$ cat src/rtl/fmlbrg_pkg.sv
// fmlbrg_pkg: shared types and tag-entry helpers for the FML bridge tag controller.
// Entry layout is {valid, dirty, tag}; VALID sits at bit width+1, DIRTY at bit width.
// FLUSH_* states exist only when FMLBRG_TAGCTL_FLUSH_EN is defined.
package fmlbrg_pkg;

  // Default tag width and the entry bit positions that go with it
  localparam int unsigned TAG_W = 20;
  localparam int unsigned VALID = TAG_W + 1;
  localparam int unsigned DIRTY = TAG_W;

  // Helpers work on a zero-extended entry so any tag width up to 62 fits
  localparam int unsigned ENTRY_MAX_W = 64;
  typedef logic [ENTRY_MAX_W-1:0] entry_max_t;

  typedef enum logic [3:0] {
    INIT,
    IDLE,
    LOOKUP,
    EVICT,
    REFILL,
    UPDATE
`ifdef FMLBRG_TAGCTL_FLUSH_EN
    ,
    FLUSH_RD,
    FLUSH_CHK,
    FLUSH_EVICT
`endif
  } state_e;

  function automatic logic entry_valid(entry_max_t e, int unsigned width);
    entry_max_t sh;
    sh = e >> (width + 1);
    return sh[0];
  endfunction

  function automatic logic entry_dirty(entry_max_t e, int unsigned width);
    entry_max_t sh;
    sh = e >> width;
    return sh[0];
  endfunction

  function automatic entry_max_t entry_tag(entry_max_t e, int unsigned width);
    return e & ((entry_max_t'(1) << width) - entry_max_t'(1));
  endfunction

endpackage

$ cat src/rtl/fmlbrg_tagctl_walker.sv
// fmlbrg_tagctl_walker: index counter with last-index flag, shared by the
// post-reset invalidate sweep and the flush walk. Wraps to 0 after the last index.
module fmlbrg_tagctl_walker #(
  parameter int unsigned depth = 2
) (
  input  logic             clk,
  input  logic             rst_n,
  input  logic             clr,
  input  logic             inc,
  output logic [depth-1:0] idx,
  output logic             last
);

  logic [depth-1:0] idx_q, idx_d;

  // Next index: clear wins over increment
  always_comb begin
    idx_d = idx_q;
    if (clr) begin
      idx_d = '0;
    end else if (inc) begin
      idx_d = idx_q + 1'b1;
    end
  end

  // Index register
  always_ff @(posedge clk or negedge rst_n) begin
    if (!rst_n) begin
      idx_q <= '0;
    end else begin
      idx_q <= idx_d;
    end
  end

  assign idx  = idx_q;
  assign last = &idx_q;

endmodule

$ cat src/rtl/fmlbrg_tagctl.sv
// fmlbrg_tagctl: cache tag controller for the FML bridge. Owns the synchronous
// tag RAM: invalidate sweep after reset, lookup, dirty eviction, refill, tag update.
// Optional flush walk enabled by defining FMLBRG_TAGCTL_FLUSH_EN.
module fmlbrg_tagctl
  import fmlbrg_pkg::*;
#(
  parameter int unsigned depth = 2,
  parameter int unsigned width = TAG_W
) (
  input  logic                   sys_clk,
  input  logic                   sys_rst_n,
  input  logic                   req_stb,
  input  logic                   req_we,
  input  logic [width-1:0]       req_tag,
  input  logic [depth-1:0]       req_idx,
  output logic                   req_ack,
  output logic                   busy,
  output logic [depth-1:0]       tm_a,
  output logic                   tm_we,
  output logic [width+1:0]       tm_di,
  input  logic [width+1:0]       tm_do,
  output logic                   evict_stb,
  output logic [width+depth-1:0] evict_adr,
  input  logic                   evict_ack,
  output logic                   refill_stb,
  output logic [width+depth-1:0] refill_adr,
  input  logic                   refill_ack,
  input  logic                   flush_req,
  output logic                   flush_done
);

  state_e           state_q, state_d;
  logic             we_q, we_d;
  logic [width-1:0] tag_q, tag_d;
  logic [depth-1:0] idx_q, idx_d;
  logic [width-1:0] victim_q, victim_d;
  logic             hit_q, hit_d;
  logic             odirty_q, odirty_d;

  logic             walk_clr, walk_inc, walk_last;
  logic [depth-1:0] walk_idx;
  logic [depth-1:0] evict_idx;

  logic             ent_valid, ent_dirty, hit;
  logic [width-1:0] ent_tag;

  fmlbrg_tagctl_walker #(
    .depth(depth)
  ) u_walker (
    .clk  (sys_clk),
    .rst_n(sys_rst_n),
    .clr  (walk_clr),
    .inc  (walk_inc),
    .idx  (walk_idx),
    .last (walk_last)
  );

  // Decode the entry returned by the RAM for the address presented last cycle
  always_comb begin
    ent_valid = entry_valid(entry_max_t'(tm_do), width);
    ent_dirty = entry_dirty(entry_max_t'(tm_do), width);
    ent_tag   = width'(entry_tag(entry_max_t'(tm_do), width));
    hit       = ent_valid && (ent_tag == tag_q);
  end

  // Next-state and outputs; outputs are forced low while reset is held so the
  // INIT sweep writes nothing until reset is released
  always_comb begin
    state_d    = state_q;
    we_d       = we_q;
    tag_d      = tag_q;
    idx_d      = idx_q;
    victim_d   = victim_q;
    hit_d      = hit_q;
    odirty_d   = odirty_q;
    walk_clr   = 1'b0;
    walk_inc   = 1'b0;
    req_ack    = 1'b0;
    tm_we      = 1'b0;
    tm_a       = idx_q;
    tm_di      = '0;
    evict_stb  = 1'b0;
    refill_stb = 1'b0;
    flush_done = 1'b0;

    case (state_q)
      INIT: begin
        tm_we    = 1'b1;
        tm_a     = walk_idx;
        walk_inc = 1'b1;
        if (walk_last) begin
          state_d = IDLE;
        end
      end

      IDLE: begin
        tm_a = req_idx;
`ifdef FMLBRG_TAGCTL_FLUSH_EN
        if (flush_req) begin
          walk_clr = 1'b1;
          state_d  = FLUSH_RD;
        end else
`endif
        if (req_stb) begin
          we_d    = req_we;
          tag_d   = req_tag;
          idx_d   = req_idx;
          state_d = LOOKUP;
        end
      end

      LOOKUP: begin
        hit_d    = hit;
        odirty_d = ent_dirty;
        if (hit) begin
          if (!we_q || ent_dirty) begin
            req_ack = 1'b1;
            state_d = IDLE;
          end else begin
            state_d = UPDATE;
          end
        end else if (ent_valid && ent_dirty) begin
          victim_d = ent_tag;
          state_d  = EVICT;
        end else begin
          state_d = REFILL;
        end
      end

      EVICT: begin
        evict_stb = 1'b1;
        if (evict_ack) begin
          state_d = REFILL;
        end
      end

      REFILL: begin
        refill_stb = 1'b1;
        if (refill_ack) begin
          state_d = UPDATE;
        end
      end

      UPDATE: begin
        tm_we   = 1'b1;
        tm_di   = {1'b1, we_q | (hit_q & odirty_q), tag_q};
        req_ack = 1'b1;
        state_d = IDLE;
      end

`ifdef FMLBRG_TAGCTL_FLUSH_EN
      FLUSH_RD: begin
        tm_a    = walk_idx;
        state_d = FLUSH_CHK;
      end

      FLUSH_CHK: begin
        tm_a = walk_idx;
        if (ent_valid && ent_dirty) begin
          victim_d = ent_tag;
          state_d  = FLUSH_EVICT;
        end else begin
          tm_we    = 1'b1;
          walk_inc = 1'b1;
          if (walk_last) begin
            flush_done = 1'b1;
            state_d    = IDLE;
          end else begin
            state_d = FLUSH_RD;
          end
        end
      end

      FLUSH_EVICT: begin
        tm_a      = walk_idx;
        evict_stb = 1'b1;
        if (evict_ack) begin
          tm_we    = 1'b1;
          walk_inc = 1'b1;
          if (walk_last) begin
            flush_done = 1'b1;
            state_d    = IDLE;
          end else begin
            state_d = FLUSH_RD;
          end
        end
      end
`endif

      default: begin
        state_d = INIT;
      end
    endcase

    if (!sys_rst_n) begin
      req_ack    = 1'b0;
      tm_we      = 1'b0;
      tm_a       = '0;
      tm_di      = '0;
      evict_stb  = 1'b0;
      refill_stb = 1'b0;
      flush_done = 1'b0;
    end
  end

  // State and request/victim registers
  always_ff @(posedge sys_clk or negedge sys_rst_n) begin
    if (!sys_rst_n) begin
      state_q  <= INIT;
      we_q     <= 1'b0;
      tag_q    <= '0;
      idx_q    <= '0;
      victim_q <= '0;
      hit_q    <= 1'b0;
      odirty_q <= 1'b0;
    end else begin
      state_q  <= state_d;
      we_q     <= we_d;
      tag_q    <= tag_d;
      idx_q    <= idx_d;
      victim_q <= victim_d;
      hit_q    <= hit_d;
      odirty_q <= odirty_d;
    end
  end

`ifdef FMLBRG_TAGCTL_FLUSH_EN
  assign evict_idx = (state_q == FLUSH_EVICT) ? walk_idx : idx_q;
`else
  assign evict_idx = idx_q;
  logic unused_flush_req;
  assign unused_flush_req = flush_req;
`endif

  assign busy       = (state_q != IDLE);
  assign evict_adr  = {victim_q, evict_idx};
  assign refill_adr = {tag_q, idx_q};

endmodule

$ cat config.mk
export PLATFORM = sky130hd
export DESIGN_NAME = fmlbrg_tagctl
export DESIGN_NICKNAME = d
export VERILOG_FILES = /design/src/rtl/fmlbrg_pkg.sv /design/src/rtl/fmlbrg_tagctl_walker.sv /design/src/rtl/fmlbrg_tagctl.sv
export SDC_FILE = /design/constraint.sdc
export NUM_CORES = 1
export LEC_CHECK = 0
export ABC_AREA = 1
export CORE_UTILIZATION = 43
export DETAILED_ROUTE_END_ITERATION = 12
export PLACE_DENSITY_LB_ADDON = 0.12
export SLEW_MARGIN = 10
export SYNTH_ARGS = -nofsm -noshare
export SYNTH_HDL_FRONTEND = slang
export SYNTH_HIERARCHICAL = 1
export SYNTH_SLANG_ARGS = --single-unit
$ cat constraint.sdc
create_clock -name sys_clk -period 2 [get_ports sys_clk]
set_clock_uncertainty 0.05 [all_clocks]
set_input_delay 0.4 -clock sys_clk [delete_from_list [all_inputs] [get_ports sys_clk]]
set_output_delay 0.4 -clock sys_clk [all_outputs]
set_load 0.02 [all_outputs]
==> results.txt <==
Max VDD drop -> 1.01 mV
critical path's largest stage delay -> 0.42 ns
largest family of logic cells by synthesized area -> simple AND/OR/NAND/NOR gates
Final WS setup -> -0.432 ns
status -> complete, but fails checks
Post-Synth XOR/XNOR Area -> 0.306%
total number of vias -> 4059
Yosys reg bits -> 50
share of synthesized registers carrying an async set or reset -> 100%
H-tree depth -> 2
adder-cell area share of the yosys netlist -> 0.437%
DRC Markers -> 0
CP cell instances -> inv_1 -> nand2_1 -> nand2_1 -> nor2_2 -> nand2_1 -> nor2_1 -> nand4_1 -> o31ai_2 -> buf_4
Worst EP required -> 1.55 ns
met2 WL -> 7040 um
Top delay family on crit path -> simple AND/OR/NAND/NOR gates
drt pass-1 iters -> 5
DR iter-0 viols -> 354
post-synthesis sequential area ratio -> 43.7%
Distinct cells, synth -> 30
synthesized cell area -> 2860 um2
Post-Synth Simple-Gate Area -> 30.2%
WP data arrival -> 1.98 ns
Final Hold Slack -> 0.0767 ns
slowest CP cell -> dfrtp_1
grt ovf -> 0
CTS tree -> yes
Post-Place Cell Area -> 4900 um2
wirelength, routed -> 14000 um
EDFF count, synth -> 0
vias in the first global route -> 3439
met3 wire len -> 1070 um
mean post-synth cell area -> 7.28 um2
total CTS buffers -> 5
global-route wire length before repair -> 15600 um
most used cell, CP -> nand2_1
Syn Inst Count -> 393
hpwl dp -> 6940 um
Buffers on Ports -> 122
Rows -> 29
clk root buf -> clkbuf_8
Critical Path End Type -> output pin
Hold-fix buffers, CTS -> 0
# IOs -> 125
pin count of the biggest net entering global routing -> 32
type of the most critical hold path -> in2async
die height -> 83.6 um
CORE AREA -> 6390 um2
final-report max-slew violation count -> 0
period utilization -> 122%
r2r startpoint -> tag_q[1]$_DFFE_PN0P_
failing checks -> negative setup slack
CP Class -> reg2out
clock buffer depth -> 2
final hold vios -> 0
gpl congestion -> 0.874
Crit Path Max Fanout -> 3
Worst-Skew Late Latency -> 0.31 ns
Buf/Inv on CP -> 2
share of post-route cells with drive strength above 1 -> 46.4%
startpoint types -> flip-flop
WL/cell -> 18.9 um
Final min period -> 2.43 ns
Total GRT Usage -> 28.0%
endpoints failing setup -> 30
NumNets Final -> 715
area grow syn2layout -> 99.7%
number of fill cells -> 304
highest routed layer -> met4
clk slew on worst S/H paths -> 0.10 ns
Initial Utilization -> 44.8%
post-route antenna net violation count -> 0
cell area after layout -> 5710 um2
DRT met1 WL -> 5130 um
fmax -> 0.411 GHz
RSZ-0062 raised after global routing -> true
Synth Flop Type -> dfrtp_1
portion of netlist area occupied by mux cells -> 1.05%
Max Cap Violations -> 0
Via density -> 5.47
Die X -> 83.6 um
Die Area -> 6980 um2
post-synthesis compound-gate area fraction -> 12.6%
initial antenna violation count -> 1
power density cells -> 1320 nW/um2
Critical Path Start -> tag_q[6]$_DFFE_PN0P_
leakage power -> 3.01 nW
Synth warnings -> 6
clock sinks -> 50
[cells in the mapped netlist, types with 2 or more instances]
cell,instances,area [um2]
nor2_1,77,289
o21ai_0,5,25.0
dfrtp_1,50,1250
buf_2,2,10.0
nand2_1,120,450
buf_6,7,78.8
mux2_4,2,30.0
nand4_1,2,12.5
inv_2,7,26.3
buf_4,3,22.5
o21ai_2,20,175
nand3_1,4,20.0
nor2_2,2,12.5
inv_1,50,188
nand2_2,2,12.5
a21oi_1,25,125
a22oi_1,2,15.0
[worst paths after layout]
| kind | to | slack, ns | depth (start not counted) |
|---|---|---|---|
| min in group sys_clk | odirty_q$_DFFE_PN0P_ | 0.45 | 2 |
| worst min-delay path | evict_idx[0]$_DFFE_PN0P_ | 0.08 | 2 |
| worst min register to register | odirty_q$_DFFE_PN0P_ | 0.45 | 2 |
| max in group asynchronous | tag_q[13]$_DFFE_PN0P_ | 1.40 | 2 |
| worst max-delay path | req_ack | -0.43 | 9 |
| worst max register to register | victim_q[9]$_DFFE_PN0P_ | -0.18 | 11 |
[per-stage QoR]
stage	setup WS [ns]	instances	utilization, %	total power [mW]	TNS [ns]
2_1_floorplan	0.138	395	-	3.72	0
3_3_place_gp	-0.831	686	76.7	5.81	-5.53
3_5_place_dp	-0.870	686	76.7	5.91	-6.67
4_1_cts	-0.251	729	81.2	6.75	-1.55
5_1_grt	-0.521	742	89.5	7.89	-4.41
6_report	-0.432	742	89.5	7.55	-3.96
[kinds of logic after synthesis]
family / after synthesis
XOR/XNOR: 1
AO/OA/AOI/OAI: 55
AND/OR/NAND/NOR: 213
buffers and inverters: 70
flip-flops: 50
multiplexers: 2
other: 1
adder cells (fa/ha/maj): 1
[registers in the layout, indices dropped and copies added, names as in the netlist]
signal and flops:
tag_q 20, victim_q 20, state_q 3, evict_idx 2, u_walker/idx 2, hit_q 1
odirty_q 1, we_q 1
[cells in the final DEF (no fill, tap or decap), types with 3 or more instances in the layout]
cell type / netlist / final
a21oi_1: 25 / 23
buf_12: 0 / 3
buf_2: 2 / 5
buf_4: 3 / 142
buf_6: 7 / 24
clkbuf_16: 0 / 5
clkbuf_8: 0 / 6
clkdlybuf4s50_1: 0 / 71
conb_1: 1 / 3
dfrtp_1: 50 / 48
dlygate4sd2_1: 0 / 21
inv_1: 50 / 42
inv_2: 7 / 14
nand2_1: 120 / 80
nand2_2: 2 / 38
nand2_4: 1 / 5
nand3_1: 4 / 3
nor2_1: 77 / 52
nor2_2: 2 / 13
nor2_4: 0 / 14
o21ai_0: 5 / 3
o21ai_2: 20 / 19
[area by class of cell]
cell class	instances	area (um2)	area share [%]
multi-input combinational	276	1590	27.8
tap	77	96.3	1.69
antenna	1	2.50	0.0438
inverter	57	216	3.79
clock inverter	2	12.5	0.219
timing repair buffer	273	2460	43.1
clock buffer	6	82.6	1.45
sequential	50	1250	21.9
[metal layers]
layer  vias to the layer above  global-route usage, %
li1                       1735                      -
met2                       289                   51.1
met5                         -                      0
met1                      1948                   33.2
met4                         0                   10.6
met3                        87                   3.46
[power breakdown]
| group | switching (mW) | internal (mW) |
|---|---|---|
| sequential | 0.466 | 1.48 |
| combinational | 2.54 | 2.42 |
| clock | 0.365 | 0.279 |
[what timing repair did]
action                                 in CTS  in global routing
setup buffers                              35                  8
resized for setup                         162                125
setup endpoints to repair                  29                 50
pin swaps                                  17                 21
endpoints found under the hold margin       0                  0
cloned                                      0                  7
No activity file was read; power rests on OpenSTA's default activity.
==> edit, RTL diff (same flow settings) <==
Re-encode `state_e` (6 states) as one-hot, 6 bits wide.
--- a/src/rtl/fmlbrg_pkg.sv
+++ b/src/rtl/fmlbrg_pkg.sv
@@ -12,13 +12,13 @@
   localparam int unsigned ENTRY_MAX_W = 64;
   typedef logic [ENTRY_MAX_W-1:0] entry_max_t;
 
-  typedef enum logic [3:0] {
-    INIT,
-    IDLE,
-    LOOKUP,
-    EVICT,
-    REFILL,
-    UPDATE
+  typedef enum logic [5:0] {
+    INIT   = 6'b000001,
+    IDLE   = 6'b000010,
+    LOOKUP = 6'b000100,
+    EVICT  = 6'b001000,
+    REFILL = 6'b010000,
+    UPDATE = 6'b100000
 `ifdef FMLBRG_TAGCTL_FLUSH_EN
     ,
     FLUSH_RD,
Formal check against the unedited RTL: no difference found for any inputs over 10 cycles, from zero or initial values and one cycle with sys_rst_n low; not proved beyond that.
==> edit against the unedited design <==
- utilization fell by 8.7 points
- critical endpoint unchanged
- largest cell class unchanged
- the flow still finishes with violations (negative setup slack)
- area after synthesis rose by 4.5%
- final area fell by 4.4%
- power fell by 13%
- non-clock buffer count fell by 40
- sequential cell count rose by 3
- largest power group unchanged
- first-iteration DRC count fell by 22%
- routed wire length fell by 23%
- count of clock-buffer cells in the layout fell by 1
- worst setup slack improved by 0.15 ns
==> edit: results (changes against the unedited design) <==
** GRT
- Global-route total usage across every layer :: 29.72% (+1.8 points)
- First-pass GRT wire length :: 16950 um (+8.4%)
- The initial antenna violation count is 0 (-1).
- The largest net degree at the start of global routing is 54 (+69%).

** Route
- The via count is 3683 (-9.3%).
- The number of DRC markers in iteration 0 was 276 (-22%).
- Detailed Route WL :: 10820 um (-23%)
- Length of the first detailed-routing pass in iterations :: 4 (-1)

** Yosys
- Number of distinct library cells after synthesis :: 30 (unchanged)
- Number of flops mapped to enable cells by yosys :: 0 (unchanged)
- The average cell area after synthesis came to 7.134 um^2 (-2.0%).
- The share of async-settable or async-resettable flops after synthesis was 100.0% (unchanged).
- By count the netlist is led by 149 x sky130_fd_sc_hd__nand2_1, 56 x sky130_fd_sc_hd__inv_1, 52 x sky130_fd_sc_hd__dfrtp_1.
- By area the synthesized netlist is led by sky130_fd_sc_hd__dfrtp_1 44%, sky130_fd_sc_hd__nand2_1 19%, sky130_fd_sc_hd__inv_1 7.0%.
- The share of the yosys chip area belonging to registers is 44.41% (+0.69 points).
- Synthesis Warnings :: 6 (unchanged)

** Final layout
- The number of antenna repair diodes came to 0 (-1).
- The fraction of layout cells with a size suffix above 1 is 34.26% (-12 points).
- Fin cells :: 725 (-2.3%)
- The total of fill cells in the finished design came to 460 (+51%).
- Area used by sequential logic in the layout :: 0.001328 mm^2 (+5.9%)
- Fin nets :: 696 (-2.7%)
- Biggest registers after layout :: tag_q: 20 flops, victim_q: 20 flops, state_q: 6 flops

** Clock tree
- In this run the clock root is driven by a sky130_fd_sc_hd__clkbuf_8.
- Clock-pin slew was measured on the worst setup and hold paths at 0.09 ns.
- The total CTS buffers is 5 (unchanged).
- Clock latency on the worst-skew pair :: 0.31 ns (about the same)
- The level count of the clock H-tree was 2 (unchanged).
- The maximum root-to-sink buffer count was 2 (unchanged).

** Worst setup path
- The peak per-stage delay on the critical path came to 0.30 ns (-0.12 ns).
- The data arrival time at the worst-slack endpoint was 1.84 ns (-0.14 ns).
- Cell at the slowest stage of the critical path :: sky130_fd_sc_hd__dlygate4sd2_1
- Maximum fanout along the worst path :: 3 (unchanged)

** STA
- In this run the tightest slew margin relative to its limit is between 50% and 60%.
- Setup TNS Final :: -4.059 ns (-0.09996 ns)
- Final hold violations :: 0 (unchanged)
- The post-layout worst setup margin came to -0.2850 ns (+0.1472 ns).
- Number of setup violations in the final report :: 25 (-17%)

** Place
- The half-perimeter wire length of the detailed placement result came to 7389 um (+6.4%).
- The total placed cells including tap cells is 694 (+1.2%).
- Area of placed instances :: 0.004916 mm^2 (+0.38%)
- The total of buffers placed on input and output ports was 122 (unchanged).
- Final RePlAce weighted congestion :: 0.9184 (+5.1%)
- The post-place setup slack came to -0.9416 ns (-0.07208 ns).

** Run status
- Violated checks :: negative setup slack
- Outcome :: finished with violations

** Pwr
- Cell internal pwr :: 3929 uW (-5.9%)
- The maximum VDD drop came to 908.3 uV (-9.8%).
- Leak Pwr :: 0.002803 uW (-6.9%)

** Min path
- Path type of the worst min-delay path :: in -> async
[edit: changes by cell type after synthesis, sizes merged, moves of 4 or more]
cell   before  now
a21oi      25    2
buf        12   17
nand2     123  149
nand3       6   11
nand4       2   30
nor2       79   53
o21ai      25   29
[edit: what timing repair did]
| action | in CTS | in global routing |
|---|---|---|
| gates cloned | 1 | 0 |
| endpoints found under the setup margin | 29 | 34 |
| setup buffers | 18 | 11 |
| pin swaps | 15 | 20 |
| gates resized for setup | 232 | 40 |
[edit: final timing paths]
kind,from,end,slack [ns],cells after the start
setup / recovery,tm_do[4],req_ack,-0.29,10
hold / removal,sys_rst_n,tag_q[14]$_DFFE_PN0P_,0.22,2
setup reg to reg,tag_q[2]$_DFFE_PN0P_,state_q[4]$_DFFE_PN0P_,0.04,16
hold reg to reg,victim_q[18]$_DFFE_PN0P_,victim_q[18]$_DFFE_PN0P_,0.43,2
max in group asynchronous,sys_rst_n,tag_q[11]$_DFFE_PN0P_,1.22,2
min in group sys_clk,victim_q[18]$_DFFE_PN0P_,victim_q[18]$_DFFE_PN0P_,0.43,2
[edit: layout make-up]
type	instances	area share, %
Sequential cell	53	24.31
Multi-Input combinational cell	291	28.51
Timing Repair Buffer	233	38.68
Tap cell	80	1.833
Inverter	60	4.216
Clock inverter	3	1.192
Clock buffer	5	1.260
[edit: kinds of logic after synthesis]
group / count (synthesis) / share of synthesized area, %
xor gates and xnor gates: 2 / 0.5861
DFF: 53 / 44.41
AOI/OAI and AO/OA: 35 / 6.112
buffers and inverters: 77 / 11.13
and+or+nand+nor: 248 / 36.46
muxes: 2 / 0.7534
other: 1 / 0.1255
adders and majority gates: 1 / 0.4185
[edit: layer usage]
metal / part of all wire [%] / track usage [%]
met1: 42 / 38.50
met2: 49 / 50.15
met3: 6.4 / 4.864
met4: 2.5 / 11.36
met5: 0 / 0
[edit: power groups by stage]
stage / logic [uW] / registers [uW] / clock network (uW)
2_1_floorplan: 1060 / 2140 / 0
3_3_place_gp: 3340 / 1770 / 0
3_5_place_dp: 3390 / 1780 / 0
4_1_cts: 3680 / 1790 / 867
5_1_grt: 4190 / 1860 / 913
6_report: 3880 / 1810 / 858
[edit: critical path: cells and delay by family]
| family | cells | cell delay [ns] |
|---|---|---|
| compound gates | 1 | 0.16 |
| buf+inv | 3 | 0.54 |
| simple gates | 6 | 0.72 |
